<file path="config.mk">
export PLATFORM = sky130hd
export DESIGN_NAME = mb_read_ctrl
export DESIGN_NICKNAME = d
export VERILOG_FILES = /design/src/rtl/mb_read_ctrl.sv
export SDC_FILE = /design/constraint.sdc
export NUM_CORES = 1
export LEC_CHECK = 0
export CAP_MARGIN = 15
export CORE_MARGIN = 2
export CORE_UTILIZATION = 50
export DETAILED_ROUTE_END_ITERATION = 12
export PLACE_DENSITY = 0.87
export SLEW_MARGIN = 30
export SYNTH_ARGS = -nofsm -noshare
export SYNTH_HDL_FRONTEND = slang
export SYNTH_SLANG_ARGS = --single-unit
</file>
<file path="constraint.sdc">
create_clock -name clk -period 2.58 [get_ports clk]
set_input_delay 0.387 -clock clk [delete_from_list [all_inputs] [get_ports clk]]
set_output_delay 0.387 -clock clk [all_outputs]
set_load 0.02 [all_outputs]
</file>
<file path="src/rtl/mb_read_ctrl.sv">
// Macroblock read sequencer: waits for a valid YUV buffer and a ready encoder, streams
// WORDS reads per macroblock, counts the returns and walks the macroblock grid.
module mb_read_ctrl #(
    parameter int HMB   = 80,
    parameter int VMB   = 45,
    parameter int WORDS = 96
) (
    input  logic       clk,
    input  logic       rst,
    input  logic       enable,
    input  logic       ram_r_valid,
    input  logic       ram_data_valid,
    input  logic       enc_ready,
    output logic       ram_r_ready,
    output logic [6:0] ram_r_addr,
    output logic       mb_start,
    output logic       mb_done,
    output logic       frame_done,
    output logic [6:0] mb_x,
    output logic [5:0] mb_y,
    output logic [6:0] word_idx,
    output logic       busy,
    output logic       stray_err
);

    typedef enum logic [2:0] {
        IDLE,
        WAIT_BUF,
        ISSUE,
        DRAIN,
        WAIT_LOW
    } state_t;

    localparam logic [6:0] LAST_WORD = 7'(WORDS - 1);
    localparam logic [6:0] LAST_X    = 7'(HMB - 1);
    localparam logic [5:0] LAST_Y    = 6'(VMB - 1);

    state_t     state;
    state_t     state_nx;
    logic [6:0] issue_cnt;
    logic [6:0] ret_cnt;

    logic in_xfer;
    logic counting;
    logic mb_fin;
    logic row_end;
    logic frame_end;

    assign in_xfer   = (state == ISSUE) || (state == DRAIN);
    assign counting  = ram_data_valid && in_xfer;
    assign mb_fin    = ram_data_valid && (state == DRAIN) && (ret_cnt == LAST_WORD);
    assign row_end   = (mb_x == LAST_X);
    assign frame_end = row_end && (mb_y == LAST_Y);

    assign ram_r_ready = (state == ISSUE);
    assign ram_r_addr  = ram_r_ready ? issue_cnt : 7'd0;

    // NOTE: state_nx gets its default before the case so no path can infer a latch.
    always_comb begin
        state_nx = state;
        case (state)
            IDLE:     if (enable) state_nx = WAIT_BUF;
            WAIT_BUF: begin
                if (!enable)                       state_nx = IDLE;
                else if (ram_r_valid && enc_ready) state_nx = ISSUE;
            end
            ISSUE:    if (issue_cnt == LAST_WORD) state_nx = DRAIN;
            DRAIN: begin
                if (mb_fin) begin
                    if (row_end)     state_nx = WAIT_LOW;
                    else if (enable) state_nx = WAIT_BUF;
                    else             state_nx = IDLE;
                end
            end
            // The buffer just consumed is still flagged valid until the RAM releases it.
            WAIT_LOW: if (!ram_r_valid) state_nx = enable ? WAIT_BUF : IDLE;
            default:  state_nx = IDLE;
        endcase
    end

    // NOTE: every register here uses <= so all updates see the same pre-edge values.
    always_ff @(posedge clk) begin
        if (rst) begin
            state      <= IDLE;
            issue_cnt  <= 7'd0;
            ret_cnt    <= 7'd0;
            mb_start   <= 1'b0;
            mb_done    <= 1'b0;
            frame_done <= 1'b0;
            mb_x       <= 7'd0;
            mb_y       <= 6'd0;
            word_idx   <= 7'd0;
            busy       <= 1'b0;
            stray_err  <= 1'b0;
        end else begin
            state      <= state_nx;
            mb_start   <= (state == WAIT_BUF) && (state_nx == ISSUE);
            mb_done    <= mb_fin;
            frame_done <= mb_fin && frame_end;
            busy       <= (state_nx != IDLE);
            issue_cnt  <= (state == ISSUE) ? issue_cnt + 7'd1 : 7'd0;

            if ((state != ISSUE) && (state_nx == ISSUE)) begin
                ret_cnt <= 7'd0;
            end else if (counting) begin
                ret_cnt  <= ret_cnt + 7'd1;
                word_idx <= ret_cnt;
            end

            if (ram_data_valid && !in_xfer) stray_err <= 1'b1;

            if (mb_fin) begin
                if (row_end) begin
                    mb_x <= 7'd0;
                    mb_y <= (mb_y == LAST_Y) ? 6'd0 : mb_y + 6'd1;
                end else begin
                    mb_x <= mb_x + 7'd1;
                end
            end
        end
    end

endmodule

</file>
# After elaboration in Yosys (flattened, before gate mapping)
# Cells that the tools add are included.
# totals
reg_bits,42
latchBits,0
mem_bits_rw,0
rom_bits,0
inputBits,6
wordCells,56
mem_count,0
# classes
addsub,4
n_mul,0
n_div,0
magnitude_cmp,0
n_eq_ne,10
shift,0
muxes,12
bitwise_logic,2
reduce_logical,17
# op_table
operator,n
7-bit by 1-bit adder with 7-bit output (second input constant),3
7-bit equality test (second input constant),3
3-bit 2-to-1 mux,7
3-bit one-hot mux with 5 select lines,1
7-bit 2-to-1 mux,2
3-bit by 2-bit equality test with 1-bit output (second input constant),3
1-bit logical AND,9
6-bit by 1-bit adder with 6-bit output (second input constant),1
6-bit equality test (second input constant),1
6-bit 2-to-1 mux,1
2-bit AND reduction,2
2-bit OR reduction,2
3-bit by 1-bit equality test with 1-bit output (second input constant),1
3-bit equality test (second input constant),1
3-bit logical NOT,1
3-bit by 2-bit inequality test with 1-bit output (second input constant),1
3-bit nonzero test,1
1-bit inverter,2
1-bit logical NOT,1
1-bit logical OR,1
1-bit 2-to-1 mux,1

# Depth between registers and ports, before layout
# Gate-level depths: netlist of run 1.
# logic_depth
depth_word,9
ltp_mapped,6

# Worst setup path before layout of run 1
# OpenSTA, ideal clock, no wires.
# synth_timing
path_kind,register -> register
from,register mb_x[0]
to,register mb_y[4]
setup_time_ns,0.071
t_arrival_ns,2.022
required_time_ns,2.509
setup_slack_ns,0.487
path_stages_with_launch,7
synth_period_minus_slack_ns,2.093
cell_sequence,dfxtp_1 ha_1 nand3_2 or4b_1 clkbuf_2 or4_1 a21oi_1
# synth_via
elab_chain_len,2
# synth_rtl
element,line_no,rtl
"start, declared",19,"output logic [6:0] mb_x,"
"start signal, assigned",117,mb_x <= mb_x + 7'd1;
7-bit equality test,52,assign row_end = (mb_x == LAST_X);
2-bit AND reduction (no line),n/a,
"end signal, assigned",115,mb_y <= (mb_y == LAST_Y) ? 6'd0 : mb_y + 6'd1;
"end, declared",20,"output logic [5:0] mb_y,"
# Every way passes these cells.
# A chain may end at the register's enable or synchronous reset.

# Worst setup path in the final report of run 1
# layout_timing
from,register state[1]
to,output ram_r_addr[1]
# layout_via
elab_chain_len,2
# layout_rtl
element,line_no,rtl
"start, declared",38,state_t state;
"start signal, assigned",96,state <= state_nx;
3-bit by 2-bit equality test with 1-bit output,55,assign ram_r_ready = (state == ISSUE);
7-bit 2-to-1 mux,56,assign ram_r_addr = ram_r_ready ? issue_cnt : 7'd0;
"end, declared",15,"output logic [6:0] ram_r_addr,"
# Every way passes these cells.

==> results.toml, run 1 <==
[hold_path]
hold_start = "word_idx[5]"
hp-class = "reg2reg"

[logic_synthesis]
post-synth-top-count-cell = "dfxtp_1"
yosysWarnings = 0
ys_top_cells_by_area = "dfxtp_1 45%, nand2_1 5.2%, nor2_1 5.0%"
syn-num-nets = 231
synth_top_area_cell = "dfxtp_1"
synth_area_per_cell_um2 = 8.54
ys_top_cells_by_count = "42 x dfxtp_1, 26 x nand2_1, 25 x nor2_1"
synth-edff-count = 0
ys_seq_area_share_pct = 44.7
synth_cells = 220
synth_top_cell_area_share_pct = 44.7
yosysUniqueCellTypes = 45
synth_async_sr_flop_share_pct = 0
syn-cell-area_um2 = 1880
ys.flop_type = "dfxtp_1"
ys_ff_latch = 42

[cts]
post-cts-setup-buffer-count = 0
cts_resized = 0
cts_sinks = 42
htree_levels = 2
ctsHoldBuffers = 0
cts_buffers = 5
cts_tree = "yes"
clock-root-buffer = "clkbuf_8"
clk_latency_ns = 0.30
cts_buffer_depth = 2
clk_pin_slew_ns = 0.08

[global_routing]
grt_pass1_wl_mm = 6.60
track_usage_pct = 20.2
antenna_found_initial = 0
grt_remaining_overflow = 0
grt_max_degree = 26
grt_pass1_vias = 1529

[power]
p_leak_nw = 0.797
max-vdd-ir-drop_mv = 0.345
power_density_nw_per_um2 = 469
totalPowerFinal_mw = 1.12

[route]
routed_wirelength_mm = 3.84
wl_per_cell_um = 12.5
drc = 0
drt_iter0_markers = 76
vias_per_cell = 5.50
antenna_left = 0
drtPass1Iterations = 4
dr_total_vias = 1695

[setup_path]
cp.arrival_ns = 1.98
crit_path_max_fanout = 9
startpoint = "state[1]"
r2r-start = "mb_x[0]"
cp-start-kind = "flip-flop"
crit_type = "reg2out"
crit_path_end_kind = "output pin"
cp.required_ns = 2.19

[sta]
worst_slew_pin_slew_ns = 0.609
min_period_over_period_pct = 91.9
rsz0062_at_grt = "false"
setup_viol = 0
fin_ws_ns = 0.209
max_freq_mhz = 422
min_period_ns = 2.37
hold_violations = 0
whs_ns = 0.459
relSlewSlack_pct = 59.0
fin_tns_setup_ns = 0
drv_slew = 0
skew_ns = 0.00825

[floorplanning]
start_util_pct = 51.7
die_y_um = 65.3
coreArea_um2 = 3630
io_pins = 39
rows = 22
die_area_um2 = 4260
dieWidth_um = 65.3

[placement]
placed_cell_area_um2 = 2310
post-place-ws_ns = 0.277
dpl.cell_count = 300
hpwl_mm = 2.72
io_buffers = 38
gp_congestion = 0.805

[finish]
stdcell_count = 308
drive_above_1_share_pct = 6.92
diodes = 0
area_growth_pct = 27.6
final_cell_area_um2 = 2400
finish.utilization_pct = 66.0
nets = 270

[status]
status = "finished, final reports clean"

[run]
drv_cap = 0
[routing by layer]
| layer | global-route usage (%) | up-vias | part of all wire, % | wire length [um] |
|---|---|---|---|---|
| li1 | - | 860 | - | - |
| met1 | 22.3 | 794 | 43 | 1660 |
| met2 | 34.3 | 34 | 50 | 1930 |
| met3 | 7.19 | 7 | 4.5 | 171 |
| met4 | 9.90 | 0 | 2.0 | 76 |
| met5 | 0 | - | 0 | 0 |
[state kept, by name, summed over array words and instances, names as in the netlist]
name and flops:
state 3, ret_cnt 7, stray_err 1, mb_y 6
issue_cnt 7, busy 1, mb_done 1, mb_start 1
mb_x 7, frame_done 1, word_idx 7
[placed cells by master (no fill, tap or decap), types with 2 or more instances in the layout]
| master | Yosys | final |
|---|---|---|
| nand2b_1 | 4 | 4 |
| and3_1 | 2 | 2 |
| a311oi_1 | 2 | 2 |
| nand2_1 | 26 | 26 |
| nor2_1 | 25 | 24 |
| xor2_1 | 6 | 6 |
| and2_1 | 6 | 6 |
| a21oi_1 | 16 | 16 |
| nor3_1 | 5 | 5 |
| o21ai_0 | 5 | 5 |
| nand4_1 | 4 | 4 |
| clkdlybuf4s50_1 | 0 | 38 |
| ha_1 | 5 | 5 |
| inv_1 | 5 | 5 |
| clkbuf_8 | 0 | 5 |
| nor4_1 | 5 | 5 |
| a31oi_1 | 4 | 4 |
| nand3_1 | 10 | 10 |
| or3_1 | 4 | 4 |
| nor2b_1 | 2 | 2 |
| nand3b_1 | 4 | 4 |
| buf_4 | 0 | 3 |
| dfxtp_1 | 42 | 42 |
| xnor2_1 | 8 | 8 |
[worst max-delay path, stage by stage (launching register included)]
cell	delay [ns]
dfxtp_1	0.46
nand2b_1	0.16
nor2_2	0.28
and2_1	0.18
clkdlybuf4s50_1	0.60
[cell families after synthesis]
family	share of synthesized area, %
adder cells (fa/ha/maj)	3.33
AO/OA/AOI/OAI	12.5
multiplexers	0.533
flip-flops	44.7
XOR/XNOR	6.52
AND/OR/NAND/NOR	29.5
buffers and inverters	2.93
[report_power, final]
| group | internal [mW] | switching, mW |
|---|---|---|
| Combinational | 0.0191 | 0.0243 |
| Sequential | 0.652 | 0.00445 |
| Clock | 0.190 | 0.235 |
[worst paths after layout]
path / endpoint / slack, ns / cells past startpoint
setup / recovery: ram_r_addr[1] / 0.21 / 4
hold / removal: word_idx[5] / 0.46 / 2
setup reg to reg: mb_y[4] / 0.48 / 5
hold reg to reg: word_idx[5] / 0.46 / 2
[layout make-up]
class	instances	area [um2]
Timing Repair Buffer	41	403
Clock buffer	5	68.8
Inverter	5	18.8
Fill cell	322	1230
Tap cell	48	60.1
Clock inverter	3	21.3
Multi-Input combinational cell	164	986
Sequential cell	42	841
Note: power is estimated with default switching activity, not from simulation.
==> inputs of run 2 (changes only) <==
--- a/config.mk
+++ b/config.mk
@@ -10,7 +10,7 @@
 export CORE_UTILIZATION = 50
 export DETAILED_ROUTE_END_ITERATION = 12
 export PLACE_DENSITY = 0.87
-export SLEW_MARGIN = 30
+export SLEW_MARGIN = 5
 export SYNTH_ARGS = -nofsm -noshare
 export SYNTH_HDL_FRONTEND = slang
 export SYNTH_SLANG_ARGS = --single-unit
==> results of run 2 <==
The final DEF is identical to that of run 1; final timing and power are the same.
